**src/rtl/frag_coord_decode.sv**
```systemverilog
// frag_coord_decode: linear fragment id -> pixel (x,y) and truncated fp16 x/SCR_W, y/SCR_H.
// Optional RANGE_CHECK_EN adds err and forces a fixed result for ids beyond the screen.
module frag_coord_decode #(
  parameter int SCR_W = 640,
  parameter int SCR_H = 480,
  parameter int IDW   = 19,
  parameter int CW    = 10,
  parameter int NSH   = 10
)(
  input  logic           clk,
  input  logic           rst,
  input  logic           nd,
  output logic           us_rfd,
  input  logic [IDW-1:0] frag_id,
  input  logic           ds_rfd,
  output logic           rdy,
  output logic [CW-1:0]  pix_x,
  output logic [CW-1:0]  pix_y,
  output logic [15:0]    fp_x,
  output logic [15:0]    fp_y
`ifdef RANGE_CHECK_EN
  ,output logic          err
`endif
);
  localparam int MW  = SCR_W > SCR_H ? SCR_W : SCR_H;
  localparam int RW  = $clog2(MW) + 2;
  localparam int DW  = $clog2(SCR_W);
  localparam int DW1 = DW + 1;
  localparam int KW  = $clog2(IDW + NSH + 12);
  typedef enum logic [2:0] {IDLE, DIV, NORM, MANT, OUT} state_t;
  state_t          state;
  logic [KW-1:0]   cnt;
  logic [IDW-1:0]  q;
  logic [DW-1:0]   dr;
  logic [CW-1:0]   px, py;
  logic [RW-1:0]   rx, ry;
  logic [4:0]      ex, ey;
  logic [8:0]      mx, my;
  logic [DW:0]     dsh;
  logic            dge;
  logic [DW-1:0]   drn;
  logic            nx, ny, bx, by, bad;
  logic [RW-1:0]   sx, sy;
  logic [9:0]      mxn, myn;
  logic [15:0]     fpx, fpy;
  // restoring division step: quotient bits shift into q as the dividend shifts out
  assign dsh = {dr, q[IDW-1]};
  assign dge = dsh >= DW1'(SCR_W);
  assign drn = DW'(dge ? dsh - DW1'(SCR_W) : dsh);
  assign nx  = (rx != '0) && (rx < RW'(SCR_W));
  assign ny  = (ry != '0) && (ry < RW'(SCR_H));
  assign sx  = rx << 1;
  assign sy  = ry << 1;
  assign bx  = sx >= RW'(SCR_W);
  assign by  = sy >= RW'(SCR_H);
  assign mxn = {mx, bx};
  assign myn = {my, by};
  assign fpx = (px == '0) ? 16'h0000 : {1'b0, 5'd15 - ex, mxn};
  assign fpy = (py == '0) ? 16'h0000 : {1'b0, 5'd15 - ey, myn};
`ifdef RANGE_CHECK_EN
  logic oor;
  assign bad = oor;
  always_ff @(posedge clk or negedge rst)
    if (!rst) begin
      oor <= 1'b0;
      err <= 1'b0;
    end else begin
      if (state == IDLE && nd && us_rfd) oor <= 32'(frag_id) >= SCR_W * SCR_H;
      if (state == MANT && cnt == KW'(10)) err <= oor;
    end
`else
  assign bad = 1'b0;
`endif
  always_ff @(posedge clk or negedge rst)
    if (!rst) begin
      state  <= IDLE;
      us_rfd <= 1'b0;
      rdy    <= 1'b0;
      pix_x  <= '0;
      pix_y  <= '0;
      fp_x   <= '0;
      fp_y   <= '0;
      cnt    <= '0;
      q      <= '0;
      dr     <= '0;
      px     <= '0;
      py     <= '0;
      rx     <= '0;
      ry     <= '0;
      ex     <= '0;
      ey     <= '0;
      mx     <= '0;
      my     <= '0;
    end else begin
      case (state)
        IDLE: begin
          us_rfd <= !(nd && us_rfd);
          if (nd && us_rfd) begin
            q     <= frag_id;
            dr    <= '0;
            cnt   <= '0;
            state <= DIV;
          end
        end
        DIV: begin
          q   <= {q[IDW-2:0], dge};
          dr  <= drn;
          cnt <= (cnt == KW'(IDW - 1)) ? '0 : cnt + 1'b1;
          if (cnt == KW'(IDW - 1)) begin
            px    <= CW'(drn);
            py    <= CW'({q[IDW-2:0], dge});
            rx    <= RW'(CW'(drn));
            ry    <= RW'(CW'({q[IDW-2:0], dge}));
            ex    <= '0;
            ey    <= '0;
            state <= NORM;
          end
        end
        NORM: begin
          rx  <= nx ? sx : rx;
          ry  <= ny ? sy : ry;
          ex  <= ex + 5'(nx);
          ey  <= ey + 5'(ny);
          cnt <= (cnt == KW'(NSH - 1)) ? '0 : cnt + 1'b1;
          if (cnt == KW'(NSH - 1)) state <= MANT;
        end
        MANT: begin
          // first cycle drops the implicit leading one, then 10 mantissa bits
          rx  <= (cnt == '0) ? rx - RW'(SCR_W) : (bx ? sx - RW'(SCR_W) : sx);
          ry  <= (cnt == '0) ? ry - RW'(SCR_H) : (by ? sy - RW'(SCR_H) : sy);
          mx  <= (cnt == '0) ? mx : mxn[8:0];
          my  <= (cnt == '0) ? my : myn[8:0];
          cnt <= cnt + 1'b1;
          if (cnt == KW'(10)) begin
            pix_x <= bad ? '0 : px;
            pix_y <= bad ? '0 : py;
            fp_x  <= bad ? 16'h3C00 : fpx;
            fp_y  <= bad ? 16'h3C00 : fpy;
            rdy   <= 1'b1;
            cnt   <= '0;
            state <= OUT;
          end
        end
        OUT: if (ds_rfd) begin
          rdy    <= 1'b0;
          us_rfd <= 1'b1;
          state  <= IDLE;
        end
        default: state <= IDLE;
      endcase
    end
endmodule
```
**config.mk**
```make
export PLATFORM = sky130hd
export DESIGN_NAME = frag_coord_decode
export DESIGN_NICKNAME = d
export VERILOG_FILES = /design/src/rtl/frag_coord_decode.sv
export SDC_FILE = /design/constraint.sdc
export NUM_CORES = 1
export LEC_CHECK = 0
export ABC_AREA = 1
export CORE_MARGIN = 2
export CORE_UTILIZATION = 50
export CTS_CLUSTER_SIZE = 12
export DETAILED_ROUTE_END_ITERATION = 12
export HOLD_SLACK_MARGIN = 0.03
export PLACE_DENSITY = 0.68
export REMOVE_ABC_BUFFERS = 1
export SYNTH_ARGS = -nofsm -noshare
export SYNTH_HDL_FRONTEND = slang
export SYNTH_SLANG_ARGS = --single-unit
```
**constraint.sdc**
```tcl
create_clock -name clk -period 2.3 [get_ports clk]
set_clock_uncertainty 0.05 [all_clocks]
set_input_delay 0.345 -clock clk [delete_from_list [all_inputs] [get_ports clk]]
set_output_delay 0.345 -clock clk [all_outputs]
set_load 0.02 [all_outputs]
```
-- After elaboration in Yosys (flattened, before gate mapping)
Cells that the tools add are included.
- bits in registers: 164
- bits of input ports: 23
- output and inout port bits: 54
- equality and inequality tests: 14
- $lt $le $gt $ge: 5
- reduce and logical (&&, ||, !) cells: 27
- $add $sub $neg: 10
- mux-type cells: 36
- bitwise logic cells: 1
- operator list (operator ; number):
    2-to-1 mux 12 bit ; 8
    case mux 12 bit (3 select lines) ; 2
    case mux 19 bit (2 select lines) ; 1
    2-to-1 mux 15 bit ; 2
    2-to-1 mux 6 bit ; 4
    case mux 6 bit (4 select lines) ; 1
    nonzero test 12 bit ; 2
    subtractor 12 x 10 -> 12 bit (second input constant) ; 2
    subtractor 12 x 9 -> 12 bit (second input constant) ; 2
    logical NOT 10 bit ; 2
    2-to-1 mux 10 bit ; 2
    case mux 10 bit (2 select lines) ; 1
    case mux 5 bit (2 select lines) ; 2
    2-to-1 mux 19 bit ; 1
    2-to-1 mux 3 bit ; 5
    case mux 3 bit (5 select lines) ; 1
    inequality test 2 bit (second input constant) ; 7
    AND reduction 2 bit ; 7
    equality test 6 x 4 -> 1 bit (second input constant) ; 2
    greater-or-equal comparator 12 x 10 -> 1 bit (second input constant) ; 1
    greater-or-equal comparator 12 x 9 -> 1 bit (second input constant) ; 1
    less-than comparator 12 x 10 -> 1 bit (second input constant) ; 1
    less-than comparator 12 x 9 -> 1 bit (second input constant) ; 1
    greater-or-equal comparator 11 x 10 -> 1 bit (second input constant) ; 1
    other kinds (21) ; 34

-- Depth between registers and ports, before layout
- depth in word-level cells: 4
- mapped depth: 15

-- Worst setup path after synthesis
No wires, ideal clock.
- path kind: register -> register
- start point: reg rx[7]
- end point: reg ex[4]
- cell stages (with the launch flop): 16
- library setup time: 0.126 ns
- period minus slack after synthesis: 1.920 ns
- path slack: 0.380 ns
- data arrival time: 1.743 ns
- path buffers: 0
- cell sequence: dfrtp_1 -> inv_1 -> ha_1 -> nand3_1 -> nor2_1 -> nand2_1 -> nand2_1 -> inv_1 -> ha_1 -> ha_1 -> nand2_1 -> inv_1 -> nand2_1 -> nand2_1 -> nand2_1 -> o22ai_1
- longest elaborated chain between the ends: 4
- elaborated cells on any way between the ends: 5
- classes of those cells: add/sub: 1; order compare: 1; mux: 1; reduce/logical: 2
- RTL lines (what ; RTL line ; RTL):
    start, declared ; 36 ; logic [RW-1:0] rx, ry;
    start signal, assigned ; 112 ; rx <= RW'(CW'(drn));
    start signal, assigned ; 120 ; rx <= nx ? sx : rx;
    start signal, assigned ; 129 ; rx <= (cnt == '0) ? rx - RW'(SCR_W) : (bx ? sx - RW'(SCR_W) : sx);
    less-than comparator 12 x 10 -> 1 bit or nonzero test 12 bit (tied branches) ; 50 ; assign nx = (rx != '0) && (rx < RW'(SCR_W));
    logical AND 1 bit (*) ; 50 ;
    adder 5 x 1 -> 5 bit (*) ; 122 ; ex <= ex + 5'(nx);
    case mux 5 bit (2 select lines) (*) ; 95 ; case (state)
    end signal, assigned ; 122 ;
    end, declared ; 37 ; logic [4:0] ex, ey;
Every way passes the cells marked *; elsewhere a longest branch is shown, timed or not.
A chain may end at the register's enable or synchronous reset.

-- Worst setup path in the final report
- start point: reg ry[4]
- end point: reg ey[4]
- longest elaborated chain between the ends: 4
- elaborated cells on any way between the ends: 5
- classes of those cells: add/sub: 1; order compare: 1; mux: 1; reduce/logical: 2
- RTL lines (what ; RTL line ; RTL):
    start, declared ; 36 ;
    start signal, assigned ; 113 ; ry <= RW'(CW'({q[IDW-2:0], dge}));
    start signal, assigned ; 121 ; ry <= ny ? sy : ry;
    start signal, assigned ; 130 ; ry <= (cnt == '0) ? ry - RW'(SCR_H) : (by ? sy - RW'(SCR_H) : sy);
    less-than comparator 12 x 9 -> 1 bit or nonzero test 12 bit (tied branches) ; 51 ; assign ny = (ry != '0) && (ry < RW'(SCR_H));
    logical AND 1 bit (*) ; 51 ;
    adder 5 x 1 -> 5 bit (*) ; 123 ; ey <= ey + 5'(ny);
    case mux 5 bit (2 select lines) (*) ; 95 ;
    end signal, assigned ; 123 ;
    end, declared ; 37 ;
Marks and branches as above.

==> metrics.csv <==
stage,metric,value,unit
sta,RSZ-0062 raised after global routing,false,
synthesis,Avg Synthesized Cell Area,8.19,µm²
global_routing,vias in the first global route,5805,
route,drt total wl,16900,µm
placed_design,Port Buffers,74,
clocking,Clock Sinks,162,
worst_setup_path,critical-path maximum fanout,4,
die,Die ar.,16500,µm²
worst_setup_path,CP endpoint kind,register,
clocking,Clock Tree Root,clkbuf_16,
global_routing,largest net degree at the start of global routing,56,
flow_run,MaxCap Viol Count,0,
sta,Fin Hold WS,0.340,ns
power_and_ir_drop,PD cells,1290,nW/µm²
worst_setup_path,max incr delay on CP,0.42,ns
sta,Max Slew Vio Count,0,
sta,final setup fails,0,
synthesis,"FF+latch count, synth",162,
worst_setup_path,Worst Setup Path Type,register to register,
clocking,Setup Buffers After CTS,0,
worst_setup_path,Worst Reg2Reg Path Length in Cells,14,
route,Via density,5.18,
synthesis,synth top area cells,"dfrtp_1 52%, nand2_1 14%, o21ai_0 5.0%, inv_1 4.6%, nor2_1 3.6%",
clocking,CTS tree,done,
synthesis,Unique masters post-synth,36,
power_and_ir_drop,NetSw,4900,µW
worst_setup_path,data arrival time of the worst path,2.32,ns
power_and_ir_drop,VDD IR max,664,µV
synthesis,Ys Warns,0,
route,routed len/inst,13.8,µm
placed_design,Area after DPL,8750,µm²
worst_setup_path,WP depth,14,
die,initial core utilization,51.0,%
clocking,clock latency on the worst-skew pair,0.43,ns
finish,Nets,1063,
finish,share of layout cells above drive strength 1,7.45,%
sta,worst-margin pin slew,0.502,ns
placed_design,DP HPWL,11700,µm
synthesis,post-synthesis cell area,7750,µm²
finish,final instance area,9330,µm²
die,Ports,77,
route,via count,6330,
power_and_ir_drop,P_int,7110,µW
synthesis,"Primary FF master, synth",dfrtp_1,
sta,Setup TNS,0,ns
die,chip height,129,µm
global_routing,Overflow after GRT,0,
power_and_ir_drop,power consumption,12000,µW
power_and_ir_drop,Comb pwr share,40.8,%
worst_setup_path,crit path cell chain,"inv_1, ha_1, nor3b_1, nand3b_1, nand2_1, inv_1, ha_1, ha_1, nand2_1, inv_1, nand2_1, nand2_1, nand2_1, o22ai_1",
route,drt pass-1 iters,6,
worst_setup_path,"most used cell, CP",nand2_1,
route,DRC viols,0,
worst_setup_path,Worst path top cell family by delay,simple AND/OR/NAND/NOR gates,
die,num rows,45,
worst_setup_path,critical path's slowest cell,dfrtp_1,
route,Initial DRC Count,473,
synthesis,number of enable flip-flop cells after synthesis,0,
synthesis,Cells after Synth,946,
clocking,CTS Buffer Depth,2,
clocking,CTS H-Tree Depth,4,
finish,# diodes,0,
worst_setup_path,buffers and inverters on the worst path,3,
die,core area,15200,µm²
worst_setup_path,Worst Path Required,2.56,ns
worst_setup_path,Worst setup SP type,register,
synthesis,post-synthesis sequential area ratio,52.3,%
outcome,status,"complete, no violations",
sta,Tmin final,2.06,ns
sta,"Hold Violations, Final",0,
worst_hold_path,Worst Hold Class,input port to async pin,
placed_design,Final Wtd Congestion,0.857,
global_routing,GRT Overall Usage,21.9,%
route,ANT nets after route,0,
finish,Layout area overhead,20.3,%
global_routing,initial antenna violation count,0,
clocking,cts bufs inserted,17,
synthesis,Synth top area share,52.3,%
power_and_ir_drop,Seq pwr share,36.2,%
synthesis,most frequent cell after synthesis,nand2_1,
sta,Fmax,485,MHz
sta,final worst path period share,89.6,%
power_and_ir_drop,Switching Share,40.8,%
synthesis,Synth area leader,dfrtp_1,
synthesis,asr flop ratio synth,100,%
power_and_ir_drop,leakage,0.00457,µW
power_and_ir_drop,clock power share,23.0,%
synthesis,Synth top cells by count,"280 x nand2_1, 162 x dfrtp_1, 96 x inv_1",
die,Die X,129,µm
clocking,Clock transition at path regs,0.06,ns
global_routing,global-route wire length before repair,28600,µm
sta,Max transition margin,66.4,%
==> cells by family after synthesis <==
| kind of cell | count (synthesis) | share of synthesized area (%) |
|---|---|---|
| other | 1 | 0.0484 |
| adders and majority gates | 18 | 2.91 |
| AOI/OAI and AO/OA | 180 | 12.8 |
| xor gates and xnor gates | 15 | 1.69 |
| buffers and inverters | 148 | 7.94 |
| DFF | 162 | 52.3 |
| and+or+nand+nor | 422 | 22.3 |
==> worst register-to-register path, stage by stage (launching register included) <==
cell      delay (ns)
dfrtp_1         0.42
inv_1           0.11
ha_1            0.15
nor3b_1         0.22
nand3b_1        0.11
nand2_1         0.09
inv_1           0.05
ha_1            0.19
ha_1            0.20
nand2_1         0.08
inv_1           0.05
nand2_1         0.07
nand2_1         0.06
nand2_1         0.06
o22ai_1         0.07
==> flip-flops by register name (all words and copies together) (netlist names), 10 cells and up <==
register,count
q,19
fp_x,15
fp_y,15
rx,12
ry,12
dr,10
pix_x,10
pix_y,10
px,10
py,10
==> cell type report <==
type	instances	area, µm²
Fill cell	1356	5870
Sequential cell	162	4050
Multi-Input combinational cell	637	3090
Timing Repair Buffer	97	980
Clock buffer	22	464
Inverter	107	402
Tap cell	188	235
Clock inverter	9	105
==> routing by layer <==
metal,vias up,share of wire [%],track usage (%)
met5,-,0,0
met4,0,2.2,8.70
met3,27,4.0,4.53
met2,137,45,33.1
met1,2969,49,31.2
li1,3197,-,-
==> cells in the final DEF (no fill, tap or decap), drive strengths merged, types with 18 or more instances in the layout <==
cell | Yosys | final
dfrtp | 162 | 162
clkbuf | 19 | 22
o21ai | 111 | 111
nand3 | 46 | 46
a21oi | 18 | 18
ha | 18 | 18
o22ai | 28 | 28
inv | 107 | 108
nand2 | 285 | 285
nor2 | 78 | 78
clkdlybuf4s50 | 0 | 73
buf | 22 | 23
==> final timing paths <==
path                           from        to  slack, ns
min reg2reg                pix_y[2]  pix_y[2]       0.42
min                             rst  pix_y[6]       0.34
min in group clk           pix_y[2]  pix_y[2]       0.42
max reg2reg                   ry[4]     ey[4]       0.24
max                           ry[4]     ey[4]       0.24
max in group asynchronous       rst     dr[4]       1.20
==> through the flow <==
stage	utilization, %	instances	setup slack (ns)
CTS	61.3	1222	0.182
global placement	57.5	1190	0.252
finish	61.4	1222	0.238
floorplan	-	906	0.0157
detailed placement	57.5	1190	0.195
global route	61.4	1222	0.00188
==> power groups by stage <==
| stage | Clock, µW | Sequential (µW) | Combinational (µW) |
|---|---|---|---|
| detailed placement | 0 | 4380 | 4880 |
| global route | 2930 | 4460 | 5580 |
| finish | 2760 | 4350 | 4900 |
| CTS | 2810 | 4340 | 4910 |
| floorplan | 0 | 4320 | 3300 |
| global placement | 0 | 4360 | 4810 |
==> timing repair <==
item	CTS	global route
gates resized for setup	0	3
setup endpoints to repair	0	2
endpoints found under the hold margin	35	0
hold buffers	1	0
Note: power is estimated with default switching activity, not from simulation.
